--- config.mk ---
export PLATFORM = sky130hd
export DESIGN_NAME = icache_direct_mapped_flat
export DESIGN_NICKNAME = d
export VERILOG_FILES = /design/src/rtl/icache_direct_mapped_if.sv /design/src/rtl/icache_direct_mapped.sv /design/src/flat_wrapper.sv
export SDC_FILE = /design/constraint.sdc
export NUM_CORES = 1
export LEC_CHECK = 0
export CORE_MARGIN = 2
export CORE_UTILIZATION = 60
export CTS_CLUSTER_SIZE = 14
export DETAILED_ROUTE_END_ITERATION = 10
export DONT_BUFFER_PORTS = 1
export MAX_ROUTING_LAYER = met4
export PLACE_DENSITY_LB_ADDON = 0.12
export SYNTH_ARGS = -nofsm -noshare
export SYNTH_HDL_FRONTEND = slang
export SYNTH_SLANG_ARGS = --single-unit
--- constraint.sdc ---
create_clock -name Clk -period 8.6 [get_ports Clk]
set_clock_uncertainty 0.1 [all_clocks]
set_input_delay 1.72 -clock Clk [delete_from_list [all_inputs] [get_ports Clk]]
set_output_delay 1.72 -clock Clk [all_outputs]
set_load 0.01 [all_outputs]
--- src/rtl/icache_direct_mapped_if.sv ---
// Fetch-side and memory-side signals of the direct-mapped instruction cache.
// The cache takes the slave modport; the CPU/memory environment takes the master modport.
interface icache_direct_mapped_if #(
    parameter int WORD_SIZE = 16
);
    // cpu_ready qualifies cpu_data in the cycle cpu_read is high; the CPU holds
    // cpu_address until it sees cpu_ready. mem_read stays high until the memory
    // answers with a one-cycle mem_ready carrying the whole line on mem_data.
    logic                   cpu_read;
    logic [WORD_SIZE-1:0]   cpu_address;
    logic [WORD_SIZE-1:0]   cpu_data;
    logic                   cpu_ready;
    logic                   invalidate;
    logic                   mem_read;
    logic [WORD_SIZE-1:0]   mem_address;
    logic [4*WORD_SIZE-1:0] mem_data;
    logic                   mem_ready;

    modport slave (
        input  cpu_read, cpu_address, invalidate, mem_data, mem_ready,
        output cpu_data, cpu_ready, mem_read, mem_address
    );

    modport master (
        output cpu_read, cpu_address, invalidate, mem_data, mem_ready,
        input  cpu_data, cpu_ready, mem_read, mem_address
    );
endinterface

--- src/rtl/icache_direct_mapped.sv ---
// Direct-mapped read-only instruction cache: combinational hits, 4-word line
// refill on a miss via an IDLE / MISS_WAIT / REFILL controller.
module icache_direct_mapped #(
    parameter int WORD_SIZE = 16,
    parameter int NUM_LINES = 8
) (
    input  logic                 Clk,
    input  logic                 Reset_N,
    icache_direct_mapped_if.slave bus,
    output logic [WORD_SIZE-1:0] hit_count,
    output logic [WORD_SIZE-1:0] miss_count,
    output logic [1:0]           o_dbg_state
);
    localparam int IB = $clog2(NUM_LINES);
    localparam int TW = WORD_SIZE - IB - 2;

    typedef enum logic [1:0] {
        S_IDLE      = 2'd0,
        S_MISS_WAIT = 2'd1,
        S_REFILL    = 2'd2
    } state_t;

    state_t                r_state;
    state_t                w_next_state;
    logic [NUM_LINES-1:0]  r_valid;
    logic [TW-1:0]         r_tag  [NUM_LINES];
    logic [WORD_SIZE-1:0]  r_data [NUM_LINES][4];
    logic                  r_mem_read;
    logic [WORD_SIZE-1:0]  r_mem_address;
    logic [WORD_SIZE-1:0]  r_hit_count;
    logic [WORD_SIZE-1:0]  r_miss_count;

    logic [1:0]            w_offset;
    logic [IB-1:0]         w_index;
    logic [TW-1:0]         w_tag;
    logic [IB-1:0]         w_fill_index;
    logic [TW-1:0]         w_fill_tag;
    logic [IB-1:0]         w_rd_index;
    logic [WORD_SIZE-1:0]  w_word;
    logic                  w_hit;
    logic                  w_miss;
    logic                  w_fill;
    logic                  w_cpu_ready;

    assign w_offset     = bus.cpu_address[1:0];
    assign w_index      = bus.cpu_address[IB+1:2];
    assign w_tag        = bus.cpu_address[WORD_SIZE-1:IB+2];
    // The pending line's index and tag live in the latched request address.
    assign w_fill_index = r_mem_address[IB+1:2];
    assign w_fill_tag   = r_mem_address[WORD_SIZE-1:IB+2];
    assign w_rd_index   = (r_state == S_REFILL) ? w_fill_index : w_index;
    assign w_word       = r_data[w_rd_index][w_offset];

    always_comb begin
        w_next_state = r_state;
        w_hit        = 1'b0;
        w_miss       = 1'b0;
        w_fill       = 1'b0;
        w_cpu_ready  = 1'b0;
        case (r_state)
            S_IDLE: begin
                if (bus.cpu_read) begin
                    // A same-cycle invalidate turns a would-be hit into a miss.
                    if (r_valid[w_index] && (r_tag[w_index] == w_tag) && !bus.invalidate) begin
                        w_hit       = 1'b1;
                        w_cpu_ready = 1'b1;
                    end else begin
                        w_miss       = 1'b1;
                        w_next_state = S_MISS_WAIT;
                    end
                end
            end
            S_MISS_WAIT: begin
                if (bus.mem_ready) begin
                    w_fill       = 1'b1;
                    w_next_state = S_REFILL;
                end
            end
            S_REFILL: begin
                w_cpu_ready  = bus.cpu_read;
                w_next_state = S_IDLE;
            end
            default: w_next_state = S_IDLE;
        endcase
    end

    always_ff @(posedge Clk or negedge Reset_N) begin
        if (!Reset_N) begin
            r_state       <= S_IDLE;
            r_valid       <= '0;
            r_mem_read    <= 1'b0;
            r_mem_address <= '0;
            r_hit_count   <= '0;
            r_miss_count  <= '0;
        end else begin
            r_state <= w_next_state;
            if (w_hit)
                r_hit_count <= r_hit_count + WORD_SIZE'(1);
            if (w_miss) begin
                r_miss_count  <= r_miss_count + WORD_SIZE'(1);
                r_mem_read    <= 1'b1;
                r_mem_address <= {bus.cpu_address[WORD_SIZE-1:2], 2'b00};
            end
            if (w_fill)
                r_mem_read <= 1'b0;
            // Line being installed wins over a coincident invalidate.
            if (bus.invalidate)
                r_valid <= '0;
            if (w_fill)
                r_valid[w_fill_index] <= 1'b1;
        end
    end

    always_ff @(posedge Clk) begin
        if (w_fill) begin
            r_tag[w_fill_index] <= w_fill_tag;
            for (int k = 0; k < 4; k++)
                r_data[w_fill_index][k] <= bus.mem_data[k*WORD_SIZE +: WORD_SIZE];
        end
    end

    assign bus.cpu_ready   = w_cpu_ready;
    assign bus.cpu_data    = w_cpu_ready ? w_word : '0;
    assign bus.mem_read    = r_mem_read;
    assign bus.mem_address = r_mem_address;
    assign hit_count       = r_hit_count;
    assign miss_count      = r_miss_count;
    assign o_dbg_state     = r_state;
endmodule

--- src/flat_wrapper.sv ---
// flat-port wrapper written by rule: the top's interface ports become plain ports
module icache_direct_mapped_flat 
#(
    parameter int WORD_SIZE = 16,
    parameter int NUM_LINES = 8
)
  (Clk, Reset_N, hit_count, miss_count, o_dbg_state, bus_cpu_read, bus_cpu_address, bus_invalidate, bus_mem_data, bus_mem_ready, bus_cpu_data, bus_cpu_ready, bus_mem_read, bus_mem_address);
  icache_direct_mapped_if #(.WORD_SIZE(WORD_SIZE)) bus_i ();
  input  logic Clk;
  input  logic Reset_N;
  output logic [WORD_SIZE-1:0] hit_count;
  output logic [WORD_SIZE-1:0] miss_count;
  output logic [1:0] o_dbg_state;
  input wire logic [$bits(bus_i.cpu_read)-1:0] bus_cpu_read;
  input wire logic [$bits(bus_i.cpu_address)-1:0] bus_cpu_address;
  input wire logic [$bits(bus_i.invalidate)-1:0] bus_invalidate;
  input wire logic [$bits(bus_i.mem_data)-1:0] bus_mem_data;
  input wire logic [$bits(bus_i.mem_ready)-1:0] bus_mem_ready;
  output wire logic [$bits(bus_i.cpu_data)-1:0] bus_cpu_data;
  output wire logic [$bits(bus_i.cpu_ready)-1:0] bus_cpu_ready;
  output wire logic [$bits(bus_i.mem_read)-1:0] bus_mem_read;
  output wire logic [$bits(bus_i.mem_address)-1:0] bus_mem_address;
  assign bus_i.cpu_read = bus_cpu_read;
  assign bus_i.cpu_address = bus_cpu_address;
  assign bus_i.invalidate = bus_invalidate;
  assign bus_i.mem_data = bus_mem_data;
  assign bus_i.mem_ready = bus_mem_ready;
  assign bus_cpu_data = bus_i.cpu_data;
  assign bus_cpu_ready = bus_i.cpu_ready;
  assign bus_mem_read = bus_i.mem_read;
  assign bus_mem_address = bus_i.mem_address;
  icache_direct_mapped #(.WORD_SIZE(WORD_SIZE), .NUM_LINES(NUM_LINES)) u_core (.Clk(Clk), .Reset_N(Reset_N), .bus(bus_i), .hit_count(hit_count), .miss_count(miss_count), .o_dbg_state(o_dbg_state));
endmodule
# Word-level counts from Yosys, hierarchy flattened
# Memory sizes are Yosys's and may differ from the RTL's.
# Cells that the tools add are included.
[word_totals]
ramBits = 600
n_memories = 2
romBits = 0
latch_bits = 0
ff_bits = 57
in_bits = 85
elab_cells = 57
output_inout_bits = 68
[memory_table]
columns = ["name", "words", "word_bits", "rd", "rd_clocked_by_memory_dff", "wr", "line", "source"]
rows = [
  ["u_core.r_data", 8, 64, 1, 0, 1, "icache_direct_mapped.sv:27", "logic [WORD_SIZE-1:0] r_data [NUM_LINES][4];"],
  ["u_core.r_tag", 8, 11, 1, 0, 1, "icache_direct_mapped.sv:26", "logic [TW-1:0] r_tag [NUM_LINES];"],
]
[op_classes]
n_reduce_logical = 7
n_addsub = 2
shift = 0
div = 0
n_mul = 0
n_eq_ne = 6
order_cmp = 4
bitwise_logic = 2
mux = 28
[ops]
columns = ["cell", "count"]
rows = [
  ["16-bit 2-to-1 mux", 3],
  ["16-bit by 1-bit adder with 16-bit output (second input constant)", 2],
  ["16-bit binary-select mux with 2-bit select", 1],
  ["8-bit 2-to-1 mux", 2],
  ["1-bit 2-to-1 mux", 14],
  ["11-bit equality test", 1],
  ["3-bit by 4-bit less-than comparator with 1-bit output (second input constant)", 2],
  ["8-bit OR", 1],
  ["2-bit 2-to-1 mux", 3],
  ["2-bit != test (second input constant)", 3],
  ["2-bit case mux with 2 select lines", 1],
  ["1-bit binary-select mux with 3-bit select", 1],
  ["1-bit demux with 3-bit select", 1],
  ["3-bit by 1-bit >= comparator with 1-bit output (second input constant)", 1],
  ["3-bit >= comparator (second input constant)", 1],
  ["1-bit logical AND", 3],
  ["3-bit 2-to-1 mux", 1],
  ["2-bit NOT with 3-bit output", 1],
  ["3-bit AND reduction", 1],
  ["2-bit by 1-bit equality test with 1-bit output (second input constant)", 1],
  ["2-bit equality test (second input constant)", 1],
  ["2-bit zero test", 1],
  ["1-bit case mux with 2 select lines", 1],
  ["2-bit nonzero test", 1],
  ["1-bit zero test", 1],
]

# Logic depth before layout (Yosys ltp)
[depth]
ltp_word = 9
depth_mapped = 13
ltp_nobuf = 8

# Worst setup path before layout
# Ideal clock, no wire load.
[synth_timing]
path_type = "input to register"
startpoint = "input port bus_mem_ready"
endpoint = "memory u_core.r_data[0][0] (netlist bit), enable pin"
arrival_time_ns = 7.175
slack_ns = 0.723
setup_time_ns = 0.603
t_required_ns = 7.897
path_stages = 3
path_buffers = 0
path_cell_list = "and3b_1 > nand2b_1 > nor3_1"
[synth_between]
elab_chain_len = 4
[synth_rtl]
columns = ["item", "line", "source"]
rows = [
  ["from (decl)", "flat_wrapper.sv:18", "input wire logic [$bits(bus_i.mem_ready)-1:0] bus_mem_ready;"],
  ["1-bit 2-to-1 mux", "icache_direct_mapped.sv:74", "if (bus.mem_ready) begin"],
  ["1-bit 2-to-1 mux", "icache_direct_mapped.sv:60", "case (r_state)"],
  ["1-bit 2-to-1 mux", "icache_direct_mapped.sv:115", "if (w_fill) begin"],
  ["1-bit 2-to-1 mux (implied by the code)", "icache_direct_mapped.sv:118", "r_data[w_fill_index][k] <= bus.mem_data[k*WORD_SIZE +: WORD_SIZE];"],
  ["to (decl)", "icache_direct_mapped.sv:27", ""],
]
# No other way between the ends.

# Worst setup path after layout
[layout_timing]
startpoint = "register u_core.r_state[1] (netlist: u_core.o_dbg_state[1])"
endpoint = "output port bus_cpu_data[7]"
[layout_between]
elab_chain_len = 7
word_cells_on_any_way = 9
cone_classes = "eq/ne: 1; mux: 6; reduce/logical: 1; memory: 1"
[layout_rtl]
columns = ["item", "line", "source"]
rows = [
  ["from (decl)", "icache_direct_mapped.sv:23", "state_t r_state;"],
  ["from (signal assigned)", "icache_direct_mapped.sv:96", "r_state <= w_next_state;"],
  ["2-bit equality test", "icache_direct_mapped.sv:51, icache_direct_mapped.sv:60", ""],
  ["3-bit 2-to-1 mux", "icache_direct_mapped.sv:51", "assign w_rd_index = (r_state == S_REFILL) ? w_fill_index : w_index;"],
  ["memory read 8 x 64 bit", "--", ""],
  ["16-bit binary-select mux with 2-bit select", "icache_direct_mapped.sv:52", "assign w_word = r_data[w_rd_index][w_offset];"],
  ["16-bit 2-to-1 mux (implied by the code) (2 in a row)", "icache_direct_mapped.sv:52", ""],
  ["16-bit 2-to-1 mux (*)", "icache_direct_mapped.sv:123", "assign bus.cpu_data = w_cpu_ready ? w_word : '0;"],
  ["to (decl)", "flat_wrapper.sv:19", "output wire logic [$bits(bus_i.cpu_data)-1:0] bus_cpu_data;"],
]
# Mark *: on every way between the ends. The rest lies on a longest branch, timed or not. The select of a mux whose other input is x is not followed.

==> reports/metrics.cfg <==
[outcome]
status=finished, final reports clean

[route]
drc_errors=0
wl_per_cell_um=28.9
top_layer=met4
wl_met1_mm=21.6
drt_iter0_markers=993
routed_wl_mm=52.4
detail-route-antenna-nets=0
drtPass1Iterations=5
wl_met3_mm=4.13
dr_wl_met2_mm=25.9
viasPerCell=6.47
vias=11700

[setup_path]
required_ns=6.78
crit_path_max_fanout=32
start_kind=flop
ff2ff_setup_slack_ns=5.18
crit_path_end_kind=primary output
criticalPathCategory=reg -> out
crit_arrival_ns=4.56

[yosys]
yosys.area_share.simple_pct=2.58
synthAdderAreaFrac_pct=0.0988
seq_area_frac_synth_pct=76.8
synth_enable_flop_cells=600
ys_types=41
synthFlopType=edfxtp_1
muxShareOfSynthArea_pct=14.6
synth_top_family_by_area=multiplexers
synthesis.area_um2=25300
yosysWarnings=0
synth_cells=1201
avgSynthCellArea_um2=21.1
synthXorXnorAreaFrac_pct=1.42
synth-compound-area-share_pct=3.20
async_reset_ff_share_pct=8.68
ys_seq_elements=657

[grt]
antenna_found_initial=0
grt_pass1_wl_mm=78.4
grt_use_total_pct=25.5
grt_max_degree=96
grt_pass1_vias=12300
grt-ovfl-total=0

[cells_and_area]
area_delta_synth_final_pct=10.7
final_area_um2=28000
drive_above_1_share_pct=22.1
final_common_cell=edfxtp_1
layout_common_cells=edfxtp_1 (600), mux4_2 (142), a22oi_1 (72)
nets=1314
n_antenna_cell=0
final_cells=1813
n_fill_cell=2661

[timing]
hold_viol=0
tns_ns=0
period_minus_slack_ns=6.38
slew_violations=0
hold-worst-slack_ns=0.371
relSlewSlack_pct=14.5
setup_viol=0
worst_pin_slew_ns=1.28
finalCritPeriodShare_pct=74.2
fmax_ghz=0.157
rsz0062_at_grt=no

[clocking]
clock_sinks=657
cts_tree=built
post-cts-setup-buffers=0
clkTransAtPathRegs_ns=0.06
cts_buffer_depth=3
clock_latency_ns=0.57
cts_buffers=66
cts.hold.buffers_added=0
cts_max_level=3
post_cts_resized=0
cts-root-buf=clkbuf_16

[job]
cap_violations=0

[floorplan]
die_h_um=209
die_x_um=209
initial_core_util_pct=60.6
rows=75
dieArea_um2=43900
io_pins=153
coreArea_um2=41800

[place]
port_buffers=0
place_congestion=0.783
dp_hpwl_mm=29.6
dp_cells=1698
dpl_cell_area_um2=26000

[pwr]
power.density_nw_per_um2=264
p_leak_nw=9.22
vdd_drop_max_mv=0.206

[min_path]
hp-class=reg -> reg

-- cell families (layout without fill, tap and decap cells) --
logic type	after synthesis	after routing
AO/OA/AOI/OAI	117	117
AND/OR/NAND/NOR	129	129
flip-flops	657	657
multiplexers	187	187
XOR/XNOR	41	41
buffers and inverters	67	139
other	1	2
adder cells (fa/ha/maj)	2	2
-- flip-flops by register name, indices dropped and copies added (netlist names) --
name	count
u_core.bus.mem_read	1
u_core.bus.mem_address	14
u_core.o_dbg_state	2
u_core.hit_count	16
u_core.miss_count	16
u_core.r_data	512
u_core.r_valid	8
u_core.r_tag	88
-- where the power goes --
group / internal [mW] / switching [mW] / total (mW)
Sequential: 3.76 / 0.165 / 3.92
Combinational: 0.339 / 0.426 / 0.764
Clock: 1.60 / 1.12 / 2.72
-- synthesized netlist by cell type (6+ instances only) --
master / number / area, um^2
nand2b_1: 6 / 37.5
nand2_1: 31 / 116
a22oi_1: 72 / 541
mux2_2: 9 / 101
nor2_1: 30 / 113
mux2i_1: 29 / 290
nor2b_1: 7 / 43.8
nand4_1: 14 / 87.6
mux4_2: 142 / 3200
dfrtp_1: 57 / 1430
edfxtp_1: 600 / 18000
a21oi_1: 32 / 160
buf_2: 19 / 95.1
and2_1: 7 / 43.8
clkbuf_1: 36 / 135
a21o_1: 8 / 60.1
xnor2_1: 23 / 201
xor2_1: 18 / 158
nand3_1: 8 / 40.0
nor3_1: 6 / 30.0
and3_1: 9 / 56.3
mux2_4: 6 / 90.1
-- routing by layer --
| layer | global-route usage (%) | vias up |
|---|---|---|
| met5 | - | - |
| met4 | 6.40 | 0 |
| met3 | 6.27 | 54 |
| met2 | 39.9 | 397 |
| met1 | 34.4 | 6272 |
| li1 | - | 5004 |
-- per-stage QoR --
step           setup slack (ns)  power, mW  util (%)
4_1_cts                    2.20       7.47      67.1
6_report                   2.22       7.41      67.1
5_1_grt                    1.95       7.66      67.1
3_3_place_gp               2.52       4.74      62.2
3_5_place_dp               2.45       4.76      62.2
2_1_floorplan             0.723       4.51         -
-- worst max-delay path: stages (launching register included) --
cell,delay (ns)
dfrtp_1,0.56
nor2b_1,0.59
mux2i_1,0.65
nor2b_4,1.13
a22oi_1,0.17
a21oi_1,0.57
a21oi_1,0.08
nor2_1,0.22
-- path summary, 6_finish.rpt --
check | startpoint | end | cells past startpoint
hold / removal | u_core.r_valid[6] | u_core.r_valid[6] | 1
hold reg to reg | u_core.r_valid[6] | u_core.r_valid[6] | 1
setup / recovery | u_core.o_dbg_state[1] | bus_cpu_data[7] | 7
min in group asynchronous | Reset_N | u_core.hit_count[0] | 0
max in group asynchronous | Reset_N | u_core.r_valid[7] | 0
setup reg to reg | u_core.o_dbg_state[1] | u_core.r_data[5][40] | 4
-- area by class of cell --
| cell class | count | area [um^2] | area share (%) |
|---|---|---|---|
| multi-input cells | 478 | 5650 | 20.2 |
| flip-flops and latches | 657 | 19400 | 69.4 |
| clock inverters | 25 | 223 | 0.795 |
| repair buffers | 21 | 183 | 0.652 |
| well taps | 539 | 674 | 2.41 |
| clock buffers | 90 | 1830 | 6.52 |
| inverters | 3 | 11.3 | 0.0402 |
Note: power is estimated with default switching activity, not from simulation.
